**src/rtl/carram_packer.sv**
```systemverilog
// carram_packer
// Writer side of the car sprite RAM. Accepts a raster-order stream of 5-bit
// palette indices and packs four pixels into each 20-bit RAM word so the
// sprite fetch path can read them back unchanged.
//   pixel p = x + y*SPRITE_W, word = p >> 2, slot = p[1:0]
//   slot 0 -> [19:15], slot 1 -> [14:10], slot 2 -> [9:5], slot 3 -> [4:0]
//
// Ports:
//   clk        system clock
//   reset_n    asynchronous active-low reset
//   start      one-cycle pulse, begins a load when idle
//   in_valid   pixel_idx carries a pixel
//   in_ready   packer accepts a pixel this cycle
//   pixel_idx  palette index of the next raster pixel
//   wr_en      RAM write strobe (one cycle per word)
//   wr_addr    RAM word address
//   wr_data    packed word
//   busy       high while loading and in the final done cycle
//   done       one-cycle pulse alongside the last word's write
module carram_packer #(
  parameter int         SPRITE_W = 404,
  parameter int         SPRITE_H = 160,
  parameter logic [4:0] PAD_IDX  = 5'd0
) (
  input  logic        clk,
  input  logic        reset_n,
  input  logic        start,
  input  logic        in_valid,
  output logic        in_ready,
  input  logic [4:0]  pixel_idx,
  output logic        wr_en,
  output logic [13:0] wr_addr,
  output logic [19:0] wr_data,
  output logic        busy,
  output logic        done
);

  localparam int          TOTAL    = SPRITE_W * SPRITE_H;
  localparam logic [15:0] LAST_PIX = 16'(TOTAL - 1);
  localparam logic [19:0] PAD_WORD = {4{PAD_IDX}};

  typedef enum logic [1:0] {
    IDLE = 2'd0,
    LOAD = 2'd1,
    DONE = 2'd2
  } state_t;

  state_t      state;
  state_t      state_next;
  logic [15:0] pcnt;
  logic [19:0] asm_word;
  logic [19:0] asm_next;
  logic        xfer;
  logic        last_pix;
  logic        commit;

  assign xfer     = in_valid && in_ready;
  assign last_pix = (pcnt == LAST_PIX);
  // A word is closed either when its fourth slot fills or when the stream
  // ends early inside it; in the latter case the untouched slots still hold
  // the padding loaded at word start.
  assign commit   = xfer && ((pcnt[1:0] == 2'd3) || last_pix);

  always_ff @(posedge clk or negedge reset_n) begin
    if (!reset_n) begin
      state <= IDLE;
    end else begin
      state <= state_next;
    end
  end

  always_comb begin
    state_next = state;
    in_ready   = 1'b0;
    busy       = 1'b0;
    done       = 1'b0;
    case (state)
      IDLE: begin
        if (start) begin
          state_next = LOAD;
        end
      end
      LOAD: begin
        in_ready = 1'b1;
        busy     = 1'b1;
        if (xfer && last_pix) begin
          state_next = DONE;
        end
      end
      DONE: begin
        busy       = 1'b1;
        done       = 1'b1;
        state_next = IDLE;
      end
      default: begin
        state_next = IDLE;
      end
    endcase
  end

  // Drop the incoming pixel into its slot of the word being assembled.
  always_comb begin
    asm_next = asm_word;
    case (pcnt[1:0])
      2'd0:    asm_next[19:15] = pixel_idx;
      2'd1:    asm_next[14:10] = pixel_idx;
      2'd2:    asm_next[9:5]   = pixel_idx;
      default: asm_next[4:0]   = pixel_idx;
    endcase
  end

  // Datapath. The write is launched from the committing transfer's edge, so
  // the RAM sees it exactly one cycle later, and the assembly register is
  // refilled with padding at the same edge so no slot leaks into the next word.
  always_ff @(posedge clk or negedge reset_n) begin
    if (!reset_n) begin
      pcnt     <= 16'd0;
      asm_word <= 20'd0;
      wr_en    <= 1'b0;
      wr_addr  <= 14'd0;
      wr_data  <= 20'd0;
    end else begin
      wr_en <= 1'b0;
      if ((state == IDLE) && start) begin
        pcnt     <= 16'd0;
        asm_word <= PAD_WORD;
      end else if (xfer) begin
        pcnt <= pcnt + 16'd1;
        if (commit) begin
          wr_en    <= 1'b1;
          wr_addr  <= pcnt[15:2];
          wr_data  <= asm_next;
          asm_word <= PAD_WORD;
        end else begin
          asm_word <= asm_next;
        end
      end
    end
  end

endmodule

```
**config.mk**
```make
export PLATFORM = sky130hd
export DESIGN_NAME = carram_packer
export DESIGN_NICKNAME = d
export VERILOG_FILES = /design/src/rtl/carram_packer.sv
export SDC_FILE = /design/constraint.sdc
export NUM_CORES = 1
export LEC_CHECK = 0
export CAP_MARGIN = 30
export CORE_MARGIN = 2
export CORE_UTILIZATION = 54
export CTS_CLUSTER_DIAMETER = 100
export DETAILED_ROUTE_END_ITERATION = 6
export PLACE_DENSITY = 0.89
export REMOVE_ABC_BUFFERS = 1
export SLEW_MARGIN = 10
export SYNTH_ARGS = -nofsm -noshare
export SYNTH_HDL_FRONTEND = slang
export SYNTH_SLANG_ARGS = --single-unit
```
**constraint.sdc**
```tcl
create_clock -name clk -period 2.1 [get_ports clk]
set_input_delay 0.315 -clock clk [delete_from_list [all_inputs] [get_ports clk]]
set_output_delay 0.315 -clock clk [all_outputs]
set_load 0.02 [all_outputs]
```
Word level (Yosys, flattened, before mapping):

Index checks and enable logic that the tools add are counted.

* add/subtract/negate cells: 1
* equal/unequal tests: 8
* mux-type cells: 18
* bitwise gates (word level): 1
* reduce and logical (&&, ||, !) cells: 12

Operator list (number)
* $mux W20: 3
* $mux W16: 2
* $mux W5: 4
* $add A16 B1 Y16 const B: 1
* $eq A16 B16 Y1 const B: 1
* $eq A2 B2 Y1 const B: 3
* $mux W1: 6
* $eq A2 B1 Y1 const B: 2
* $logic_and A1 B1 Y1: 4
* $logic_not A2 Y1: 2
* $mux W2: 2
* $ne A2 B2 Y1 const B: 2
* $pmux W2 S2: 1
* $reduce_and A3 Y1: 1
* $reduce_or A3 Y1: 1
* $reduce_and A2 Y1: 1
* $reduce_bool A2 Y1: 1
* $reduce_or A2 Y1: 1
* $logic_or A1 B1 Y1: 1
* $not A1 Y1: 1

* bits in registers: 73
* input port bits: 9
* output and inout bits: 38

Logic depth before layout (Yosys ltp):

Gate-level depths: netlist of run 1.

* depth in word-level cells: 7
* mapped depth: 8

Worst setup path before layout of run 1:

No wires, ideal clock.

* kind: register -> register
* start: register state[1]
* end: register pcnt[13]
* library setup time: 0.078 ns
* arrival time: 2.036 ns
* data required time: 2.022 ns
* path slack: -0.014 ns
* stages on the path, launching flop included: 8
* buffers on the path: 1
* period minus slack after synthesis: 2.114 ns
* cells stage by stage: dfrtp_1 > inv_1 > ha_1 > buf_2 > nand4_2 > or2_1 > or4_1 > a21oi_1

* cells in the longest elaborated chain, start to end: 4
* elaborated cells between the ends (all ways): 7

Ends and longest elaborated chain
* start, declared: line 48 `state_t state;`
* start signal, assigned: line 68 `state <= state_next;`
* $eq A2 B1 Y1: line 77 `case (state)`
* $mux W1: line 77
* net in_ready: line 29 `output logic in_ready,`
* $logic_and A1 B1 Y1: line 57 `assign xfer = in_valid && in_ready;`
* $reduce_bool A2 Y1 (no source line)
* end signal, assigned: line 128 `pcnt <= pcnt + 16'd1;`
* end, declared: line 50 `logic [15:0] pcnt;`

The timed path passes the listed nets, and every way through them passes these cells.
A chain may end at the register's enable or synchronous reset.

Worst setup path after layout of run 1:

* start: register state[1]
* end: output port in_ready

* cells in the longest elaborated chain, start to end: 2

Ends and longest elaborated chain (line)
* $eq A2 B1 Y1: 77
* $mux W1: 77
* end, declared: 29

No other way between the ends.

==> results of run 1 <==
[worst min path at each step]
stage / slack (ns) / to / depth (start not counted) / startpoint
after floorplan: 0.02 / asm_word[10] / 0 / reset_n
after global placement: 0.33 / wr_data[16] / 1 / reset_n
after detailed placement: 0.34 / wr_data[19] / 1 / reset_n
after CTS: 0.49 / wr_data[19] / 2 / reset_n
after global routing: 0.51 / wr_data[12] / 2 / wr_data[12]
final: 0.48 / wr_data[19] / 2 / reset_n
[flip-flops by register name (all words and copies together) (netlist names)]
name      flops
state         2
wr_en         1
pcnt         16
wr_addr      14
wr_data      20
asm_word     15
[cells in the mapped netlist (3+ instances only)]
cell type	n
nand4_1	5
ha_1	9
a2bb2oi_1	14
a21oi_1	34
nand3_1	4
and3_1	3
mux2i_1	3
nand2_1	28
nor3_1	4
xnor2_1	8
buf_2	4
clkbuf_1	12
nor2b_1	15
dfrtp_1	68
inv_1	6
mux2_2	18
nor2_1	31
o21ai_0	18
[through the flow]
| stage | cell area [um^2] | setup TNS (ns) | setup slack, ns | utilization (%) | std cells |
|---|---|---|---|---|---|
| global placement | 3870 | 0 | 0.104 | 66.2 | 433 |
| floorplan | 3170 | -24.47 | -0.794 | - | 296 |
| global route | 4080 | 0 | 0.0309 | 69.7 | 450 |
| finish | 4080 | 0 | 0.101 | 69.7 | 450 |
| detailed placement | 3870 | 0 | 0.0290 | 66.2 | 433 |
| CTS | 4070 | 0 | 0.00533 | 69.6 | 450 |
[logic make-up (layout without fill, tap and decap cells)]
family | after synthesis | in the layout | synth area share [%]
multiplexers | 21 | 21 | 7.18
buffers and inverters | 23 | 85 | 2.82
AO/OA/AOI/OAI | 73 | 73 | 13.7
adder cells (fa/ha/maj) | 9 | 9 | 3.47
flip-flops | 68 | 68 | 52.5
XOR/XNOR | 10 | 10 | 2.70
AND/OR/NAND/NOR | 109 | 109 | 17.6
[final cells by class]
class / count / area, um^2 / share of cell area (%)
flip-flops and latches: 68 / 1700 / 41.8
inverters: 6 / 22.5 / 0.553
multi-input cells: 222 / 1460 / 35.8
clock inverters: 4 / 22.5 / 0.553
well taps: 75 / 93.8 / 2.30
clock buffers: 12 / 165 / 4.05
repair buffers: 63 / 612 / 15.0
[power by group through the flow]
stage	Combinational (mW)	Sequential, mW	Clock [mW]
2_1_floorplan	1.05	1.87	0
3_3_place_gp	1.73	1.75	0
3_5_place_dp	1.81	1.78	0
4_1_cts	1.83	1.76	1.02
5_1_grt	2.04	1.79	1.08
6_report	1.82	1.76	1.01
[metal layers]
layer / GRT usage, % / vias up / routed length (um)
met2: 38.6 / 66 / 3440
li1: - / 1204 / -
met3: 4.84 / 22 / 279
met5: 0 / - / 0
met1: 28.1 / 1196 / 2930
met4: 13.2 / 0 / 218
[what timing repair did]
item / 4_1_cts / 5_1_grt
hold buffers: 1 / 0
endpoints found under the hold margin: 23 / 0
pin swaps: 0 / 0
gates resized for setup: 2 / 1
setup endpoints to repair: 1 / 1
[worst max-delay path, delay by kind of cell (launching register included)]
kind	cells	cell delay, ns
adders and majority gates	1	0.28
buffers and inverters	3	0.64
DFF	1	0.41
==> summary.md, run 1 <==
| Metric | Value |
|---|---|
| Routed Antenna Nets | `0` |
| R2r worst-path depth | `6` |
| Post-Syn Area | `around 3200 um^2` |
| Slew margin rel. | `about three fifths` |
| GP Congestion | `0.802` |
| Vias in the first global route | `2475` |
| CP Cell Sequence | `inv_1 > ha_2 > buf_4 > dlygate4sd2_1` |
| Status | `complete, no violations` |
| DRC | `0` |
| Clock power frac | `~22%` |
| Slew Limit Fails | `0` |
| Synth unique cells | `40` |
| Synth Warn # | `0` |
| Largest net degree at the start of global routing | `38` |
| Mapped Avg Cell Area | `a little over 10 um^2` |
| CP max stage delay | `approximately 0.4 ns` |
| Type of the worst min-delay path | `input port to async pin` |
| Max Fclk | `approximately 500 MHz` |
| Yosys top cell area share | `between 50% and 60%` |
| Post-synth EDFFs | `0` |
| Antenna violations before repair | `0` |
| RR Startpoint | `state[1]` |
| Top cells by area, synth | `dfrtp_1 (52%), mux2_2 (6.3%), a21oi_1 (5.2%), a2bb2oi_1 (3.8%), nor2_1 (3.6%)` |
| Combinational fraction of design power | `around 40%` |
| WS Path Type | `flop to primary output` |
| Final Cycle Share | `95.2%` |
| Post-synthesis sequential area ratio | `52.5%` |
| HPWL after DPL | `a little under 5000 um` |
| Via density | `about 5.5` |
| RSZ-0062 raised after global routing | `false` |
| CP startpoint kind | `flop` |
| Area growth syn-to-layout | `25.7%` |
| WP data required | `between 1.5 and 2 ns` |
| Setup-failing EPs final | `0` |
| Total gr overflow | `0` |
| Final Hold Fails | `0` |
| Post-CTS setup buffer count | `0` |
| Crit path DAT | `~1.7 ns` |
| Die area | `~6600 um^2` |
| Number of max-cap violations | `0` |
| Commonest non-fill, non-tap cell in the layout | `dfrtp_1` |
| Post-synth top flop | `dfrtp_1` |
| Pleak | `between 1.5 and 2 nW` |
| CTS Buffer Depth | `2` |
| Antenna fix cells | `0` |
| Clk Latency, worst-skew pair | `roughly 0.36 ns` |
| Synth Instances | `about 310` |
| Total power | `between 4 and 5 mW` |
| Core outline area | `5850 um^2` |
| Seq pwr share | `38.3%` |
| Seq cells post-synth | `68` |
| Worst Path Max Fanout | `5` |
| Commonest cells after routing, fill and taps aside | `dfrtp_1 (68), clkdlybuf4s50_1 (43), a21oi_1 (34)` |
| Final min period | `around 2 ns` |
| CTS Buf Count | `9` |
| IO Count | `47` |
| Internal reg-to-reg setup slack | `between 0.15 and 0.2 ns` |
| Hold_ws | `0.477 ns` |
| Die width | `81.5 um` |
| Internal Pwr Total | `2.93 mW` |
| Async SR Flop Fraction | `100%` |
| Rows | `28` |
| DRT Wirelength | `6870 um` |
| Filler Cells Inserted | `440` |
| Fin Clk Skew | `roughly 0.0058 ns` |
| Height of the die | `between 80 and 90 um` |
| Routed len/inst | `between 15 and 20 um` |
| Worst-Margin Slew | `~0.58 ns` |
| Leading area contributor after synthesis | `dfrtp_1` |
| Number of port buffers | `46` |
| # nets final | `between 300 and 400` |
| Clk sinks | `68` |
| Initial Util | `between 50% and 60%` |
| Max H-tree Level | `3` |
| Power per Cell Area | `around 1100 nW/um^2` |
| Via count | `between 2000 and 2500` |
| Critical Path End Type | `primary output` |
| R2R Path End | `pcnt[15]` |
| Sw Share | `between 30% and 40%` |
| Pre-antenna DRT Iters | `4` |
| First-pass GRT wire length | `11600 um` |
| 1st-iter DRT viols | `roughly 140` |
| NetSw | `around 1.7 mW` |
| Total GRT Usage | `between 20% and 30%` |
| CTS tree | `yes` |
| Timing startpoint of the critical path | `state[1]` |
| Slowest CP cell | `dfrtp_1` |
| VDD IR-drop max | `about 0.99 mV` |
| CTS root buf | `clkbuf_8` |
| Layout cells sized above 1 | `15.5%` |
| CP endpoint | `in_ready` |
| Clock-pin transition on the worst setup and hold timing paths | `0.07 ns` |
Power figures use the tool's default switching activity.
==> run 2, diff against run 1 <==
Settings changed: CORE_UTILIZATION 54 to 30, PLACE_DENSITY 0.89 to 0.59, SETUP_SLACK_MARGIN from default to 0.5, SLEW_MARGIN 10 to 20.
==> run 2 against run 1 <==
Core utilization fell by 23 points. Highest routed layer unchanged. Largest power group unchanged. Combinational power rose by 27%. Worst hold slack got worse by 0.0055 ns.
==> summary.md, run 2 (synthesis gave the netlist of run 1 again) <==
| Metric | Value |
|---|---|
| IO Count | `between 40 and 50` |
| Layout cells sized above 1 | `a little over a third` |
| Internal Pwr Total | `between 3 and 4 mW` |
| Via density | `4.91` |
| Number of port buffers | `46` |
| Largest reg by FF count | `wr_data` |
| Final Hold Fails | `0` |
| Top Registers | `wr_data: 20 flops, pcnt: 16 flops, asm_word: 15 flops` |
| R2R Path End | `pcnt[15]` |
| Seq. cell area | `around 1700 um^2` |
| 1st-iter DRT viols | `64` |
| Clock-pin transition on the worst setup and hold timing paths | `around 0.070 ns` |
| Internal reg-to-reg setup slack | `between 0.3 and 0.4 ns` |
| CP startpoint kind | `flop` |
| CP Cell Sequence | `inv_2 > ha_4 > nand4_4 > or2_4 > or4_4 > a21oi_2` |
| Levels on crit path | `6` |
| CTS root buf | `clkbuf_8` |
| Filler Cells Inserted | `between 900 and 1000` |
| Routed len/inst | `between 15 and 20 um` |
| Status | `complete, no violations` |
| CTS Buf Count | `9` |
| Height of the die | `between 100 and 150 um` |
| Total gr overflow | `0` |
| Clk sinks | `between 60 and 70` |
| Antenna violations before repair | `0` |
| Seq pwr share | `34.6%` |
| Clock power frac | `between 20% and 30%` |
| Commonest cells after routing, fill and taps aside | `dfrtp_1 (65), buf_4 (40), dlygate4sd2_1 (35)` |
| Vias in the first global route | `2693` |
| Sw Share | `about 36%` |
| Crit path DAT | `just over 2 ns` |
| Routed Antenna Nets | `0` |
| Area growth syn-to-layout | `49.2%` |
| RR Startpoint | `state[1]` |
| Pleak | `2.37 nW` |
| CTS tree | `yes` |
| Slowest CP cell | `or4_4` |
| CP endpoint | `pcnt[15]` |
| DRC | `0` |
| WS Path Type | `flop to flop` |
| First-pass GRT wire length | `roughly 13000 um` |
| Clk Latency, worst-skew pair | `between 0.3 and 0.4 ns` |
| Commonest non-fill, non-tap cell in the layout | `dfrtp_1` |
| WP data required | `2.37 ns` |
| Fin Setup TNS | `0 ns` |
| Fin Clk Skew | `between 0.004 and 0.005 ns` |
| Total GRT Usage | `about 14%` |
| # nets final | `430` |
| CP max stage delay | `between 0.5 and 0.6 ns` |
| Slew Limit Fails | `0` |
| R2r worst-path depth | `6` |
| Setup-failing EPs final | `0` |
| Power per Cell Area | `about 1100 nW/um^2` |
| Die width | `between 100 and 150 um` |
| Final Cycle Share | `a little over four fifths` |
| Antenna fix cells | `0` |
| Largest net degree at the start of global routing | `33` |
| Final min period | `roughly 1.8 ns` |
| DRT Wirelength | `between 8000 and 9000 um` |
| Crit-path leading delay family | `simple AND/OR/NAND/NOR gates` |
| Inst Count DP | `a little under 500` |
| Number of max-cap violations | `0` |
| Max H-tree Level | `3` |
| Largest register FFs | `20` |
| Combinational fraction of design power | `a little under half` |
| Slew margin rel. | `between 60% and 70%` |
| Buffers & Inverters on Critical Path | `1` |
| Type of the worst min-delay path | `input port to async pin` |
| Initial Util | `31.1%` |
| CTS Buffer Depth | `2` |
| GP Congestion | `0.772` |
| Core outline area | `between 10000 and 15000 um^2` |
| Multi-input gate area | `1740 um^2` |
| RSZ-0062 raised after global routing | `true` |
| Max Fclk | `between 500 and 600 MHz` |
| Critical Path End Type | `flop` |
| Die area | `11700 um^2` |
| Via count | `2701` |
| Non-filler instance count after layout | `550` |
| NetSw | `between 1.5 and 2 mW` |
| VDD IR-drop max | `between 0.7 and 0.8 mV` |
| Rows | `37` |
| HPWL after DPL | `between 5000 and 6000 um` |
| Pre-antenna DRT Iters | `4` |
| Worst Path Max Fanout | `6` |
| Worst-Margin Slew | `about 0.52 ns` |
| Timing startpoint of the critical path | `state[1]` |
-- run 2: cell count changes in the layout (fill, tap and decap cells not counted), moves of 8 or more --
cell	delta
dlygate4sd2_1	+34
o21ai_1	+8
o21ai_0	-14
buf_4	+26
buf_6	+11
clkdlybuf4s50_1	-36
-- run 2: power groups by stage --
stage               Sequential [mW]  Clock (mW)  Combinational [mW]
floorplan                      1.87           0                1.05
global placement               1.76           0                1.79
detailed placement             1.77           0                1.83
CTS                            1.76        1.06                2.09
global route                   1.82        1.10                2.55
finish                         1.77        1.03                2.32
-- run 2: through the flow --
| step | hold WS [ns] | setup slack (ns) | util, % | power [mW] | instance area (um^2) |
|---|---|---|---|---|---|
| 2_1_floorplan | 0.0194 | -0.794 | - | 2.92 | 3170 |
| 3_3_place_gp | 0.317 | 0.0624 | 38.1 | 3.55 | 3970 |
| 6_report | 0.471 | 0.320 | 46.5 | 5.13 | 4840 |
| 5_1_grt | 0.503 | 0.257 | 46.5 | 5.46 | 4840 |
| 4_1_cts | 0.477 | 0.346 | 43.3 | 4.91 | 4510 |
| 3_5_place_dp | 0.314 | 0.00877 | 38.1 | 3.61 | 3970 |
-- run 2: worst min path at each step --
stage / start / endpoint / cells after the start
finish: reset_n / wr_data[17] / 2
floorplan: reset_n / asm_word[10] / 0
CTS: reset_n / wr_data[11] / 2
global placement: reset_n / wr_data[2] / 1
detailed placement: reset_n / wr_data[2] / 1
global route: wr_data[12] / wr_data[12] / 2
-- run 2: layer usage --
layer	vias to the layer above	GRT usage, %	routed length (um)
met5	-	0	0
met4	0	5.86	135
met3	11	2.71	252
met2	46	24.4	4270
met1	1349	18.2	3790
li1	1295	-	-
-- run 2: cell type report --
class / instances / area share (%)
Clock buffer: 10 / 2.84
Clock inverter: 3 / 0.828
Inverter: 6 / 0.543
Multi-Input combinational cell: 222 / 36.0
Sequential cell: 68 / 35.2
Tap cell: 136 / 3.52
Timing Repair Buffer: 105 / 21.0
-- run 2: timing repair --
item                                   in CTS  in global routing
setup endpoints to repair                 104                 63
hold buffers                                1                  0
endpoints found under the hold margin      20                  0
setup buffers                              23                 14
pin swaps                                  10                 19
cloned                                      1                  1
resized for setup                          93                 58
==> RTL change 1 (flow settings as in run 2) <==
The 3 states of `state_t` get a one-hot encoding in 3 bits.
--- a/src/rtl/carram_packer.sv
+++ b/src/rtl/carram_packer.sv
@@ -40,8 +40,8 @@
   localparam logic [19:0] PAD_WORD = {4{PAD_IDX}};
 
-  typedef enum logic [1:0] {
-    IDLE = 2'd0,
-    LOAD = 2'd1,
-    DONE = 2'd2
+  typedef enum logic [2:0] {
+    IDLE = 3'b001,
+    LOAD = 3'b010,
+    DONE = 3'b100
   } state_t;
 
Check against the original RTL: no difference found for any inputs over 10 cycles, from zero or initial values and one cycle with reset_n low; not proved beyond that.
==> RTL change 1 against run 2 <==
Via count is 13% lower. Combinational power is 28% lower. Synthesized cell count is 15% lower. Largest cell class is now sequential cells. Largest power group is now registers. First-iteration DRC count is 20% higher. Final cell count is 11% lower. Highest routed layer unchanged. Final area is 7.6% lower. Routed wire length is 10% lower. Utilization is 0.50 points lower. Sequential cell count is 1 higher. Synthesized area is 7.9% lower. Setup slack better by 0.0036 ns. Clock skew is 0.00069 ns lower. Total power is 9.9% lower.
==> RTL change 1: results (changes against run 2) <==
The largest stage delay on the critical path was 0.58 ns (was 0.53 ns). The tools report the met1 wire length as 3.523 mm (was 3.785 mm). Count of cells along the worst register-to-register path: 4 (was 6). Top post-synthesis cells by count: dfrtp_1 (68), o21ai_0 (35), nand2_1 (25) (was dfrtp_1 (68), a21oi_1 (34), nor2_1 (31)).

Registers with the most flip-flops: wr_data x20, pcnt x16, asm_word x15 (unchanged). For the setup skew after layout, the log shows 0.003829 ns (was 0.004517 ns). The logs give 0.34 ns for the worst-skew pair later-pin latency and 362 (was 430) for the total number of nets in the final design.

The met3 wire length is 313 µm (was 252 µm). The highest fanout seen on the critical path works out to 6 (unchanged). The master of the slowest instance on the critical path was or4_4 (unchanged). For the headroom to the max-slew limit, the log shows 50.46% (was 65.07%). The detailed placer's ending HPWL was 4.396 mm (was 5.093 mm); the wire length of the first global-routing pass was 11.54 mm (was 13.08 mm). The logs give 605.3 µV (was 723.6 µV) for the largest vdd supply drop and 77 (was 64) for the initial detailed-routing violation count. The flow ran to the end, and the final reports show no timing, DRC or antenna violations.

The routed length per instance was 15.57 µm (was 15.35 µm); the via count of the first global-routing pass was 2,364 (was 2,693). The share of final-layout standard cells stronger than drive strength 1 was 38.14% (was 35.75%). The largest area contributor in the synthesized netlist was dfrtp_1 (unchanged). The pre-CTS setup slack is 0.01998 ns (was 0.008771 ns), and the fraction of synthesis flops using an asynchronous set or reset pin is 100.0% (unchanged). The tools report the number of distinct library cells after synthesis as 35 (was 40). Flip-flop cell with the highest count after synthesis: dfrtp_1 (unchanged).

The total number of vias came out at 2,341 (was 2,701). The share of total power consumed by net switching is 35.04% (was 36.22%). The tools report the maximum number of buffers from clock root to sink as 2 (unchanged). The tools report the leakage dissipation as 2.117 nW (was 2.366 nW).

Top routing layer in use: met4 (unchanged). The total CTS buffers came out at 9 (unchanged). The run gives 3.674 mm (was 4.267 mm) as the met2 wirelength from detailed routing. The sequential-to-total area share from yosys stat came out at 57.86% (was 52.47%).

The clock transition time at the flip-flop clock pins of the worst setup and hold paths is 0.07 ns (about the same), and the count of synthesis-stage warnings from yosys is 0 (unchanged). Biggest area contributors in the synthesized netlist: dfrtp_1 (57%), mux2_2 (6.4%), o21ai_0 (5.9%) (was dfrtp_1 (52%), mux2_2 (6.3%), a21oi_1 (5.2%)). The logs give 31 (was 33) for the pin count of the biggest net entering global routing and 4 (unchanged) for the detailed-routing iteration count for the pre-antenna-repair pass. The total routing resource utilization after global routing was 13.58% (was 14.42%); the global placer's final weighted congestion was 0.7789 (was 0.7716).
==> RTL change 1: through the flow <==
stage	instances	total power, mW	instance area, µm²	TNS (ns)
floorplan	249	2.711	2922	-2.800
global placement	441	3.397	3679	0
detailed placement	441	3.421	3679	0
CTS	466	4.311	3985	0
global route	487	4.909	4471	0
finish	487	4.618	4471	0
==> RTL change 1: power groups by stage <==
stage / Combinational [mW] / Sequential, mW / Clock, mW
floorplan: 0.514 / 2.20 / 0
global placement: 1.44 / 1.95 / 0
detailed placement: 1.46 / 1.96 / 0
CTS: 1.38 / 1.93 / 0.998
global route: 1.82 / 2.03 / 1.07
finish: 1.67 / 1.98 / 0.976
==> RTL change 1: layer usage <==
metal	GRT usage [%]	vias to the layer above
met5	0	-
met4	3.764	0
met3	5.538	9
met2	21.38	43
met1	17.33	1181
li1	-	1108
==> RTL change 1: area by class of cell <==
| class | instances | area, µm² |
|---|---|---|
| Fill cell | 952 | 5259 |
| Sequential cell | 69 | 1738 |
| Multi-Input combinational cell | 175 | 1459 |
| Timing Repair Buffer | 89 | 917.1 |
| Clock buffer | 15 | 166.4 |
| Tap cell | 133 | 166.4 |
| Inverter | 5 | 18.77 |
| Clock inverter | 1 | 5.005 |
==> RTL change 1: path summary, 6_finish.rpt <==
| path | from | end | slack [ns] |
|---|---|---|---|
| worst max-delay path | pcnt[8] | pcnt[14] | 0.32 |
| min in group clk | wr_data[9] | wr_data[9] | 0.49 |
| worst min-delay path | reset_n | wr_addr[11] | 0.03 |
| worst max register to register | pcnt[8] | pcnt[14] | 0.32 |
| worst min register to register | wr_data[9] | wr_data[9] | 0.49 |
| max in group asynchronous | reset_n | pcnt[11] | 1.48 |
==> RTL change 1: kinds of logic after synthesis <==
| kind of cell | share of synthesized area (%) |
|---|---|
| adders and majority gates | 1.676 |
| AOI/OAI and AO/OA | 8.631 |
| muxes | 11.44 |
| DFF | 57.86 |
| and+or+nand+nor | 15.25 |
| buffers and inverters | 2.807 |
| xor gates and xnor gates | 2.346 |
==> RTL change 1: what timing repair did <==
item / 4_1_cts / 5_1_grt
resized for setup: 66 / 96
pin swaps: 9 / 18
endpoints found under the hold margin: 0 / 0
setup endpoints to repair: 65 / 62
setup buffers: 7 / 17
cloned: 2 / 4
==> RTL change 1: worst max-delay path, delay by kind of cell (launching register included) <==
kind               cells  cell delay, ns
and+or+nand+nor        3            1.13
DFF                    1            0.45
AOI/OAI and AO/OA      1            0.12
==> RTL change 2 (config.mk and constraints of run 2) <==
Made on the original files. `SPRITE_W`: 404 -> 202.
--- a/src/rtl/carram_packer.sv
+++ b/src/rtl/carram_packer.sv
@@ -19,5 +19,5 @@
 //   done       one-cycle pulse alongside the last word's write
 module carram_packer #(
-  parameter int         SPRITE_W = 404,
+  parameter int         SPRITE_W = 202,
   parameter int         SPRITE_H = 160,
   parameter logic [4:0] PAD_IDX  = 5'd0
Check against the original RTL: same outputs for any inputs over 10 cycles, from zero or initial values and one cycle with reset_n low; that may be too few to reach the edited logic, so the function may still have changed.
==> RTL change 2 against run 2 <==
Total power shrank 1.6%. Final area decreased by 6.5%. Maximum frequency rose by 8.4%. Critical path depth rose by 1. Routed wire length is 10% lower. Setup slack better by 0.14 ns. Die area fell by 1.1%. Sequential cell count unchanged. Synthesized area shrank 1.2%. Count of clock-buffer cells in the layout fell by 1.
==> RTL change 2: results (changes against run 2) <==
Flip-flop cell with the highest count after synthesis: dfrtp_1 (unchanged). The logs give 4 (unchanged) for the detailed-routing iteration count for the pre-antenna-repair pass and 523 (was 550) for the final standard cell count with taps included and fillers excluded. The pin count of the biggest net entering global routing is 42 (was 33). For the final hold violation count, the log shows 0 (unchanged). The run gives 53.10% (was 52.47%) as the sequential-to-total area share from yosys stat. The capture instance of the worst register-to-register path is wr_addr[0] (was pcnt[15]). The final worst hold slack was 0.3577 ns (was 0.4714 ns). The leakage dissipation was 2.210 nW (was 2.366 nW).

The register-to-register path setup slack is 0.46 ns (was 0.32 ns). The cell at the root of the clock tree is clkbuf_8 (unchanged). The initial detailed-routing violation count came out at 62 (was 64).

The synthesized instance count was 308 (was 313). The detailed placer's ending HPWL is 4.659 mm (was 5.093 mm), and the met3 usage in global routing is 3.511% (was 2.712%). Biggest area contributors in the synthesized netlist: dfrtp_1 (53%), a21oi_1 (5.6%), mux2_1 (4.9%) (was dfrtp_1 (52%), mux2_2 (6.3%), a21oi_1 (5.2%)). The total number of vias is 2,499 (was 2,701). The count of cells along the worst register-to-register path works out to 7 (was 6). The master of the slowest instance on the critical path was dfrtp_1 (was or4_4).

The class of the tightest hold or removal check is in -> async (unchanged). The wire length of the first global-routing pass is 12.47 mm (was 13.08 mm), and the area share of the largest cell type after synthesis is 53.10% (was 52.47%). Total routing resource utilization after global routing: 13.89% (was 14.42%). The met2 track demand over resource in global routing was 23.10% (was 24.39%). For the total number of nets in the final design, the log shows 400 (was 430). For the number of distinct library cells after synthesis, the log shows 31 (was 40). Top post-synthesis cells by count: dfrtp_1 (68), a21oi_1 (36), nand2_1 (27) (was dfrtp_1 (68), a21oi_1 (34), nor2_1 (31)).

For the number of inserted filler cells in the final layout, the log shows 1,020 (was 977). The fraction of synthesis flops using an asynchronous set or reset pin was 100.0% (unchanged); the H-tree level count was 3 (unchanged). Maximum number of buffers from clock root to sink: 2 (unchanged). The met3 wire length came out at 292 µm (was 252 µm).

The flow ran to the end, and the final reports show no timing, DRC or antenna violations. The timing startpoint of the critical path was state[0] (was state[1]). The share of final-layout standard cells stronger than drive strength 1 came out at 28.17% (was 35.75%).

For the count of synthesis-stage warnings from yosys, the log shows 0 (unchanged). The run gives 3.893 mm (was 4.267 mm) as the met2 wirelength from detailed routing. The met1 wire length is 3.304 mm (was 3.785 mm), and the routed length per instance is 14.49 µm (was 15.35 µm).

The logs give 486 (was 497) for the placed cell count and 2,447 (was 2,693) for the via count of the first global-routing pass. The arrival time at the worst endpoint came out at 1.88 ns (was 2.05 ns). The highest fanout seen on the critical path came out at 9 (was 6). The logs give 74.67% (was 65.07%) for the headroom to the max-slew limit and 410.1 µV (was 723.6 µV) for the largest vdd supply drop. The number of buffer cells added on primary ports is 46 (unchanged). The largest stage delay on the critical path was 0.42 ns (was 0.53 ns); the setup skew after layout was 0.007252 ns (was 0.004517 ns).

The gate family responsible for the most delay along the worst path is flip-flops (was simple AND/OR/NAND/NOR gates). The logs give 0.7466 (was 0.7716) for the global placer's final weighted congestion and 17.75% (was 18.17%) for the met1 layer usage reported by global route.
RTL change 2: timing repair:
item | CTS | global route
endpoints found under the hold margin | 8 | 0
gates cloned | 2 | 0
hold buffers | 1 | 0
resized for setup | 68 | 59
setup buffers | 16 | 2
setup endpoints to repair | 91 | 63
pin swaps | 10 | 7
RTL change 2: report_power, final:
group	leakage [nW]	internal, mW	switching (mW)
sequential	0.902	1.59	0.163
clock	0.110	0.674	0.543
combinational	1.20	0.972	1.10
total	2.21	3.24	1.81
RTL change 2: metrics by stage:
step / TNS, ns / setup slack [ns] / area [µm²] / util (%)
floorplan: -8.269 / -0.3410 / 3126 / -
global placement: 0 / 0.1375 / 3894 / 37.55
detailed placement: 0 / 0.09869 / 3894 / 37.55
CTS: 0 / 0.4486 / 4345 / 41.90
global route: 0 / 0.3893 / 4524 / 43.63
finish: 0 / 0.4586 / 4524 / 43.63
RTL change 2: final cells by class:
cell class | instances | share of cell area [%]
multi-input cells | 216 | 35.62
inverters | 6 | 0.4978
clock inverters | 7 | 2.185
well taps | 136 | 3.761
flip-flops and latches | 68 | 37.64
clock buffers | 9 | 2.738
repair buffers | 81 | 17.56
RTL change 2: cells by family after synthesis:
group	after synthesis	share of synthesized area [%]
AND/OR/NAND/NOR	100	16.52
AO/OA/AOI/OAI	77	13.98
flip-flops	68	53.10
buffers and inverters	24	3.163
multiplexers	21	7.263
XOR/XNOR	9	2.460
adder cells (fa/ha/maj)	9	3.514
RTL change 2: how the worst max path moves through the flow:
stage	to	slack [ns]	cells past startpoint
floorplan	wr_addr[10]	-0.34	5
global route	pcnt[13]	0.39	6
detailed placement	pcnt[14]	0.1	5
global placement	pcnt[14]	0.14	5
CTS	wr_addr[0]	0.45	7
finish	wr_addr[0]	0.46	7
